===== src/rtl/load_ext_pkg.sv =====
// Shared types and funct3 decode helpers for the load extraction/extension stage.
package load_ext_pkg;

  typedef enum logic [2:0] {
    F3_LB  = 3'b000,
    F3_LH  = 3'b001,
    F3_LW  = 3'b010,
    F3_LD  = 3'b011,
    F3_LBU = 3'b100,
    F3_LHU = 3'b101,
    F3_LWU = 3'b110
  } funct3_e;

  // Encoded as log2 of the access size in bytes.
  typedef enum logic [1:0] {
    SZ_B = 2'd0,
    SZ_H = 2'd1,
    SZ_W = 2'd2,
    SZ_D = 2'd3
  } size_e;

  typedef enum logic [1:0] {
    ST_EMPTY = 2'd0,
    ST_ONE   = 2'd1,
    ST_FULL  = 2'd2
  } state_e;

  // funct3[1:0] is the size code for every legal load; bit 2 marks unsigned.
  function automatic size_e f3_size(input logic [2:0] f3);
    return size_e'(f3[1:0]);
  endfunction

  function automatic logic f3_signed(input logic [2:0] f3);
    return ~f3[2];
  endfunction

  function automatic logic f3_illegal(input logic [2:0] f3, input int xlen);
    return (f3 == 3'b111) ||
           ((xlen == 32) && ((f3 == F3_LD) || (f3 == F3_LWU)));
  endfunction

endpackage


===== src/rtl/load_ext_core.sv =====
// Combinational lane select, sign/zero extension and error flags for one load beat.
module load_ext_core
  import load_ext_pkg::*;
#(
  parameter  int XLEN = 32,
  localparam int OFFW = $clog2(XLEN / 8)
) (
  input  logic [XLEN-1:0] data,
  input  logic [OFFW-1:0] off,
  input  logic [2:0]      funct3,
  output logic [XLEN-1:0] res,
  output logic            misaligned,
  output logic            illegal
);

  localparam int SHW = $clog2(XLEN) + 1;

  size_e                   sz;
  logic                    sgn;
  logic [OFFW-1:0]         amask;
  int                      pad_i;
  logic [SHW-1:0]          pad;
  logic [XLEN-1:0]         lane_u;
  logic [XLEN-1:0]         ext_u;
  logic signed [XLEN-1:0]  lane_s;
  logic signed [XLEN-1:0]  ext_s;

  // The lane is shifted down to bit 0, pushed up against the MSB, then shifted
  // back so the fill (sign or zero) comes from the shift type alone.
  always_comb begin
    sz         = f3_size(funct3);
    sgn        = f3_signed(funct3);
    illegal    = f3_illegal(funct3, XLEN);
    amask      = OFFW'((1 << sz) - 1);
    misaligned = !illegal && (|(off & amask));
    pad_i      = XLEN - (8 << sz);
    pad        = (illegal || (pad_i < 0)) ? '0 : SHW'(pad_i);
    lane_u     = data >> {off, 3'b000};
    lane_s     = lane_u << pad;
    ext_s      = lane_s >>> pad;
    ext_u      = (lane_u << pad) >> pad;
    res        = sgn ? ext_s : ext_u;
    if (illegal || misaligned) begin
      res = '0;
    end
  end

endmodule


===== src/rtl/load_ext_unit.sv =====
// Registered load extraction stage: extended results buffered in a main register
// plus a one-entry skid so writeback back-pressure never drops a load.
module load_ext_unit
  import load_ext_pkg::*;
#(
  parameter  int XLEN = 32,
  localparam int OFFW = $clog2(XLEN / 8)
) (
  input  logic            clk,
  input  logic            rst_n,
  input  logic            flush,
  input  logic            in_valid,
  output logic            in_ready,
  input  logic [XLEN-1:0] in_data,
  input  logic [OFFW-1:0] in_off,
  input  logic [2:0]      in_funct3,
  input  logic [4:0]      in_rd,
  output logic            out_valid,
  input  logic            out_ready,
  output logic [XLEN-1:0] out_data,
  output logic [4:0]      out_rd,
  output logic            out_misaligned,
  output logic            out_illegal
);

  generate
    if (XLEN != 32 && XLEN != 64) begin : g_bad_xlen
      $error("load_ext_unit: XLEN must be 32 or 64");
    end
  endgenerate

  state_e          state_q, state_d;
  logic            acc;
  logic            load_m_in, load_m_sk, load_s;

  logic [XLEN-1:0] res_p0;
  logic            mis_p0, ill_p0;

  logic [XLEN-1:0] m_data_p1, s_data_p1;
  logic [4:0]      m_rd_p1, s_rd_p1;
  logic            m_mis_p1, s_mis_p1;
  logic            m_ill_p1, s_ill_p1;

  load_ext_core #(.XLEN(XLEN)) u_core (
    .data       (in_data),
    .off        (in_off),
    .funct3     (in_funct3),
    .res        (res_p0),
    .misaligned (mis_p0),
    .illegal    (ill_p0)
  );

  // in_ready depends only on registered state, never on out_ready.
  assign in_ready  = (state_q != ST_FULL);
  assign out_valid = (state_q != ST_EMPTY);
  assign acc       = in_valid && in_ready;

  always_ff @(posedge clk or negedge rst_n) begin
    if (!rst_n) begin
      state_q <= ST_EMPTY;
    end else begin
      state_q <= state_d;
    end
  end

  always_comb begin
    state_d   = state_q;
    load_m_in = 1'b0;
    load_m_sk = 1'b0;
    load_s    = 1'b0;
    if (flush) begin
      state_d = ST_EMPTY;
    end else begin
      case (state_q)
        ST_EMPTY: begin
          if (acc) begin
            state_d   = ST_ONE;
            load_m_in = 1'b1;
          end
        end
        ST_ONE: begin
          if (acc && out_ready) begin
            load_m_in = 1'b1;
          end else if (acc) begin
            state_d = ST_FULL;
            load_s  = 1'b1;
          end else if (out_ready) begin
            state_d = ST_EMPTY;
          end
        end
        ST_FULL: begin
          if (out_ready) begin
            state_d   = ST_ONE;
            load_m_sk = 1'b1;
          end
        end
        default: state_d = ST_EMPTY;
      endcase
    end
  end

  // ---- stage p0 -> p1: main register drives the outputs ----
  always_ff @(posedge clk or negedge rst_n) begin
    if (!rst_n) begin
      m_data_p1 <= '0;
      m_rd_p1   <= '0;
      m_mis_p1  <= 1'b0;
      m_ill_p1  <= 1'b0;
    end else if (load_m_in) begin
      m_data_p1 <= res_p0;
      m_rd_p1   <= in_rd;
      m_mis_p1  <= mis_p0;
      m_ill_p1  <= ill_p0;
    end else if (load_m_sk) begin
      m_data_p1 <= s_data_p1;
      m_rd_p1   <= s_rd_p1;
      m_mis_p1  <= s_mis_p1;
      m_ill_p1  <= s_ill_p1;
    end
  end

  // ---- skid register: holds the beat accepted while M is stalled ----
  always_ff @(posedge clk or negedge rst_n) begin
    if (!rst_n) begin
      s_data_p1 <= '0;
      s_rd_p1   <= '0;
      s_mis_p1  <= 1'b0;
      s_ill_p1  <= 1'b0;
    end else if (load_s) begin
      s_data_p1 <= res_p0;
      s_rd_p1   <= in_rd;
      s_mis_p1  <= mis_p0;
      s_ill_p1  <= ill_p0;
    end
  end

  assign out_data       = m_data_p1;
  assign out_rd         = m_rd_p1;
  assign out_misaligned = m_mis_p1;
  assign out_illegal    = m_ill_p1;

endmodule

===== config.mk =====
export PLATFORM = sky130hd
export DESIGN_NAME = load_ext_unit
export DESIGN_NICKNAME = d
export VERILOG_FILES = /design/src/rtl/load_ext_pkg.sv /design/src/rtl/load_ext_core.sv /design/src/rtl/load_ext_unit.sv
export SDC_FILE = /design/constraint.sdc
export NUM_CORES = 1
export LEC_CHECK = 0
export CELL_PAD_IN_SITES_DETAIL_PLACEMENT = 2
export CELL_PAD_IN_SITES_GLOBAL_PLACEMENT = 2
export CORE_MARGIN = 8
export CORE_UTILIZATION = 36
export DETAILED_ROUTE_END_ITERATION = 6
export DONT_BUFFER_PORTS = 1
export PLACE_DENSITY = 0.81
export SYNTH_ARGS = -nofsm -noshare
export SYNTH_HDL_FRONTEND = slang
export SYNTH_SLANG_ARGS = --single-unit
export TNS_END_PERCENT = 20

===== constraint.sdc =====
create_clock -name clk -period 1.59 [get_ports clk]
set_input_delay 0.318 -clock clk [delete_from_list [all_inputs] [get_ports clk]]
set_output_delay 0.318 -clock clk [all_outputs]
set_load 0.05 [all_outputs]

==> results of run 1 <==
## cells in the mapped netlist (all sizes together)
master and number:
and4bb 1, and3b 1, and2 1, mux2 13, or4 1, a221o 17, a2bb2oi 1, a211oi 22
and3 1, or3b 1, a21o 8, nor3 2, a22oi 7, a221oi 1, nor4b 1, clkbuf 18
o22ai 7, or4b 1, or2 2, and2b 1, o41ai 2, mux2i 16, o2bb2ai 1, nand2 73
o22a 1, dfrtp 80, nor3b 1, o2111ai 15, a22o 7, nor2b 11, o31ai 2, nor2 14
a31oi 1, o21ai 12, o221ai 3, a21oi 4, nor4 4, inv 1, buf 12, nand2b 7
o211ai 2
## cell type report
type,count,area (um^2)
fillers,1125,6000
flip-flops and latches,80,2000
multi-input cells,265,1960
clock inverters,2,35.0
repair buffers,47,470
diodes,1,2.50
clock buffers,14,183
inverters,1,3.75
well taps,140,175
## per-stage QoR
stage	TNS (ns)	util [%]	setup WS, ns	area (um^2)	std cells
3_5_place_dp	-4.79	41.3	-0.162	4470	531
6_report	-2.84	44.6	-0.128	4840	550
2_1_floorplan	-6.02	-	-0.175	4050	376
4_1_cts	-2.81	44.3	-0.109	4810	549
3_3_place_gp	-1.53	41.3	-0.104	4470	531
5_1_grt	-5.73	44.6	-0.190	4840	550
## worst register-to-register path, delay by kind of cell, from the launching register on
family                 cells  cell delay [ns]
AND/OR/NAND/NOR            2             0.76
flip-flops                 1             0.42
AO/OA/AOI/OAI              2             0.26
buffers and inverters      1             0.18
## cell families (layout without fill, tap and decap cells)
kind of cell | count (synthesis) | count (layout) | synth area share [%]
simple gates | 123 | 123 | 15.4
compound gates | 113 | 113 | 23.6
flops | 80 | 80 | 49.9
buf+inv | 31 | 64 | 3.43
mux | 29 | 29 | 7.64
other cells | 0 | 1 | 0
## sequential cells by signal, summed over array words and instances, names as in the netlist
name	cells
out_rd	5
s_ill_p1	1
s_data_p1	32
out_misaligned	1
out_illegal	1
out_data	32
s_mis_p1	1
state_q	2
s_rd_p1	5
## worst max path at each step
stage | endpoint | cells after the start | startpoint
floorplan | out_data[25]$_DFFE_PN0P_ | 6 | state_q[1]$_DFFE_PN0P_
global placement | out_data[20]$_DFFE_PN0P_ | 5 | in_funct3[2]
detailed placement | out_data[18]$_DFFE_PN0P_ | 5 | state_q[1]$_DFFE_PN0P_
CTS | s_data_p1[28]$_DFFE_PN0P_ | 6 | state_q[1]$_DFFE_PN0P_
global route | s_data_p1[17]$_DFFE_PN0P_ | 6 | state_q[1]$_DFFE_PN0P_
finish | out_data[20]$_DFFE_PN0P_ | 5 | state_q[1]$_DFFE_PN0P_
## power groups by stage
stage | combinational [mW] | sequential (mW) | clock (mW)
2_1_floorplan | 0.507 | 2.91 | 0
3_3_place_gp | 0.893 | 2.77 | 0
3_5_place_dp | 0.951 | 2.81 | 0
4_1_cts | 0.985 | 2.77 | 1.69
5_1_grt | 1.06 | 2.80 | 1.76
6_report | 0.987 | 2.77 | 1.67
## what timing repair did
| item | 4_1_cts | 5_1_grt |
|---|---|---|
| gates cloned | 1 | 0 |
| gates resized for setup | 19 | 9 |
| pin swaps | 5 | 2 |
| setup endpoints to repair | 58 | 75 |
| setup buffers | 1 | 0 |
| endpoints found under the hold margin | 80 | 80 |
## per-layer routing
layer | GRT usage (%) | routed length [um]
met5 | 0 | 0
met4 | 9.02 | 394
met3 | 4.21 | 830
met2 | 36.1 | 7700
met1 | 23.2 | 5740
==> results.yml, run 1 <==
sta:
  finalCritPeriodShare_pct: 108
  relSlewSlack_pct: 48.6
  hold_viol_final: 80
  final_critical_path_setup_slack_ns: -0.128
  max_freq_mhz: 582
  finalClockSkew_ns: 0.00759
  slew_violations: 0
  rsz0062_at_grt: "true"
  setup_viol: 35
  holdWs_ns: -0.366
  fin_crit_ns: 1.72
  worst_pin_slew_ns: 0.768
routing:
  wirelength_um: 14700
  vias: 3349
  via_per_inst: 6.09
  route.detailed.drc: 0
  drt_iter0_markers: 185
  drt_pass1_iterations: 4
  antenna_left: 0
  routedWlPerCell_um: 26.7
cells_and_area:
  nNetsFinal: 451
  layout-drive-gt1-share_pct: 27.6
  syn2layout_area_growth_pct: 20.6
  final_common_cell: "dfrtp_1"
  layout_common_cells: "79 x dfrtp_1, 72 x nand2_1, 34 x buf_4, 22 x a211oi_1, 17 x a221o_1"
setup_path:
  cp-end-kind: "register"
  critPathRequiredTime_ns: 1.86
  reg2regPathDepth: 5
  crit_type: "reg2reg"
  rrSetupSlack_ns: -0.13
  crit_arrival_ns: 1.99
  worst_r2r_startpoint: "state_q[1]$_DFFE_PN0P_"
  slowest_delay_ns: 0.53
  critPathTopFamily: "simple AND/OR/NAND/NOR gates"
  cp_max_fo: 15
  slowest_stage: "or4b_4"
  start_kind: "register"
  r2r_end: "out_data[20]$_DFFE_PN0P_"
  path_cells: "nor3b_2 -> o211ai_1 -> or4b_4 -> buf_12 -> o2111ai_2"
  path_buf_inv: 1
grt:
  antenna_found_initial: 1
  grt_max_degree: 81
  grt_usage_pct: 20.3
  grt_pass1_vias: 3855
  grt_pass1_wl_um: 23000
  grt_overflow: 0
floorplanning:
  row_count: 38
  core_um2: 10800
  die_h_um: 122
  boundaryPins: 88
  dieWidth_um: 122
  dieArea_um2: 14800
  initial_utilization_pct: 37.0
clocking:
  clockRootBuffer: "clkbuf_8"
  cts_tree: "yes"
  clk_pin_slew_ns: 0.08
  cts_buffers: 9
  clk_latency_ns: 0.37
  clock_path_buffers: 2
  htree_num_levels: 3
  clkSinkCount: 80
yosys:
  synth_cell_type_count: 47
  synth_top_area_share_pct: 49.9
  synth-seq-cells: 80
  netlist_instances: 376
  synth.area.top_cells: "dfrtp_1 50%, nand2_1 6.8%, a221o_1 4.2%"
  synth_nets: 423
  yosysSeqAreaShare_pct: 49.9
  yosysTopAreaCell: "dfrtp_1"
  syn_area_um2: 4010
  syn_area_per_cell_um2: 10.7
  yosysWarnings: 0
power:
  combPwrFrac_pct: 18.2
  vdd.ir_drop.worst_mv: 0.365
  seqPwrFrac_pct: 51.0
  p_sw_share_pct: 33.1
  clkPwrFrac_pct: 30.8
  switching_power_mw: 1.80
  intPower_mw: 3.63
  pwr_density_cell_nw_per_um2: 1120
  leakage_nw: 2.20
  p_total_mw: 5.43
place:
  port_buffers: 0
  dp_hpwl_um: 10300
  gp_congestion: 0.828
job:
  max_cap_viol_count: 0
hold_path:
  worstHoldPathType: "in2async"
status:
  violations: "hold timing, setup timing"
  status: "complete, but fails checks"
Power figures use the tool's default switching activity.
==> inputs of run 2 (changes only) <==
- CAP_MARGIN: default -> 15
- GPL_ROUTABILITY_DRIVEN: default -> 0
==> results.yml, run 2 (synthesis gave the netlist of run 1 again) <==
floorplanning:
  initial_utilization_pct: 37.0
  dieArea_um2: 14800
  die_h_um: 122
  boundaryPins: 88
  row_count: 38
  dieWidth_um: 122
  core_um2: 10800
setup_path:
  reg2regPathDepth: 5
  critPathRequiredTime_ns: 1.85
  slowest_stage: "or3b_2"
  cp_max_fo: 15
  crit_type: "reg2reg"
  crit_arrival_ns: 1.97
  start_kind: "register"
  crit_path_start: "state_q[1]$_DFFE_PN0P_"
  slowest_delay_ns: 0.52
  rrSetupSlack_ns: -0.12
  worst_r2r_startpoint: "state_q[1]$_DFFE_PN0P_"
  cp-end-kind: "register"
  path_cells: "or3b_2 -> nor4_4 -> buf_12 -> nand2_1 -> o2111ai_2"
  r2r_end: "out_data[19]$_DFFE_PN0P_"
  endpoint: "out_data[19]$_DFFE_PN0P_"
cells_and_area:
  nNetsFinal: 449
  layout-drive-gt1-share_pct: 26.0
  layout_common_cells: "80 x dfrtp_1, 73 x nand2_1, 34 x buf_4, 22 x a211oi_1, 17 x a221o_1"
  final_cell_count_no_fill: 548
  postLayoutCoreUtil_pct: 44.3
  syn2layout_area_growth_pct: 19.7
  final_common_cell: "dfrtp_1"
grt:
  grt_overflow: 0
  grt_pass1_wl_um: 22300
  grt_util_met2_pct: 34.4
  grt_use_met1_pct: 22.5
  grt-busiest-layer: "met2"
  grt_pass1_vias: 3802
  antenna_found_initial: 1
  gr-usage-met3_pct: 4.91
  grt_usage_pct: 19.5
  grt_max_degree: 81
power:
  vdd.ir_drop.worst_mv: 0.440
  p_total_mw: 5.30
  leakage_nw: 2.18
  pwr_density_cell_nw_per_um2: 1100
clocking:
  clk_latency_ns: 0.36
  clkSinkCount: 80
  htree_num_levels: 3
  clockRootBuffer: "clkbuf_8"
  clock_path_buffers: 2
  cts_buffers: 9
  cts_tree: "yes"
  clk_pin_slew_ns: 0.08
status:
  status: "complete, but fails checks"
  violations: "hold timing, setup timing"
place:
  dp.cells: 530
  dp_hpwl_um: 10100
  port_buffers: 0
  dp_slack_ns: -0.195
sta:
  hold_viol_final: 80
  relSlewSlack_pct: 48.5
  holdWs_ns: -0.347
  rsz0062_at_grt: "true"
  max_freq_mhz: 586
  fin_crit_ns: 1.71
  slew_violations: 0
  setup_viol: 34
  finalCritPeriodShare_pct: 107
  final_critical_path_setup_slack_ns: -0.117
  finalClockSkew_ns: 0.0118
  worst_pin_slew_ns: 0.770
routing:
  drt_iter0_markers: 241
  antenna_left: 0
  via_per_inst: 6.06
  drt_pass1_iterations: 5
  wirelength_um: 14100
  route.detailed.drc: 0
  routedWlPerCell_um: 25.8
  vias: 3321
job:
  max_cap_viol_count: 0
hold_path:
  worstHoldPathType: "in2async"
-- run 2: cell count changes in the layout (fill, tap and decap cells not counted), moves of 2 or more --
| cell | previous run | this run |
|---|---|---|
| buf_12 | 6 | 9 |
| buf_6 | 6 | 2 |
| clkbuf_1 | 1 | 3 |
| clkbuf_8 | 13 | 11 |
| nand2b_2 | 2 | 0 |
| nand2b_4 | 0 | 2 |
-- run 2: how the worst min path moves through the flow --
stage | from | endpoint | cells past startpoint
4_1_cts | rst_n | state_q[0]$_DFFE_PN0P_ | 0
3_3_place_gp | rst_n | out_illegal$_DFFE_PN0P_ | 0
2_1_floorplan | rst_n | out_data[0]$_DFFE_PN0P_ | 0
6_report | rst_n | state_q[0]$_DFFE_PN0P_ | 0
3_5_place_dp | rst_n | out_illegal$_DFFE_PN0P_ | 0
5_1_grt | rst_n | state_q[0]$_DFFE_PN0P_ | 0
-- run 2: area by class of cell --
| cell class | count | area, um^2 |
|---|---|---|
| inverters | 1 | 3.75 |
| fillers | 1118 | 6040 |
| multi-input cells | 265 | 1960 |
| clock inverters | 2 | 37.5 |
| clock buffers | 14 | 163 |
| diodes | 1 | 2.50 |
| flip-flops and latches | 80 | 2000 |
| well taps | 140 | 175 |
| repair buffers | 45 | 458 |
-- run 2: metal layers --
metal | vias up | share of wire (%)
li1 | 1458 | -
met1 | 1758 | 39
met2 | 88 | 54
met3 | 17 | 5.9
met4 | 0 | 1.4
met5 | - | 0
-- run 2: repair_timing --
item | in CTS | in global routing
buffers inserted | 0 | 1
hold endpoints to repair | 80 | 80
gates resized for setup | 13 | 6
endpoints found under the setup margin | 45 | 75
pin swaps | 3 | 1
-- run 2: power breakdown --
group / internal (mW) / switching (mW) / total (mW) / leakage, nW
combinational: 0.424 / 0.555 / 0.979 / 1.02
sequential: 2.32 / 0.448 / 2.76 / 1.07
clock: 0.815 / 0.740 / 1.56 / 0.0969
total: 3.56 / 1.74 / 5.30 / 2.18
-- run 2: worst max-delay path, delay by kind of cell, from the launching register on --
| kind | cells | cell delay, ns |
|---|---|---|
| buffers and inverters | 1 | 0.19 |
| DFF | 1 | 0.42 |
| and+or+nand+nor | 3 | 0.91 |
| AOI/OAI and AO/OA | 1 | 0.09 |
-- run 2: per-stage QoR --
step                      cell area [um^2]  setup TNS [ns]  hold WS [ns]
after floorplan                       4050           -6.02        0.0224
after global placement                4500           -1.36        0.0266
after detailed placement              4500           -4.40        0.0264
after CTS                             4770           -2.78        -0.359
after global routing                  4800           -8.45        -0.374
final                                 4800           -2.36        -0.347
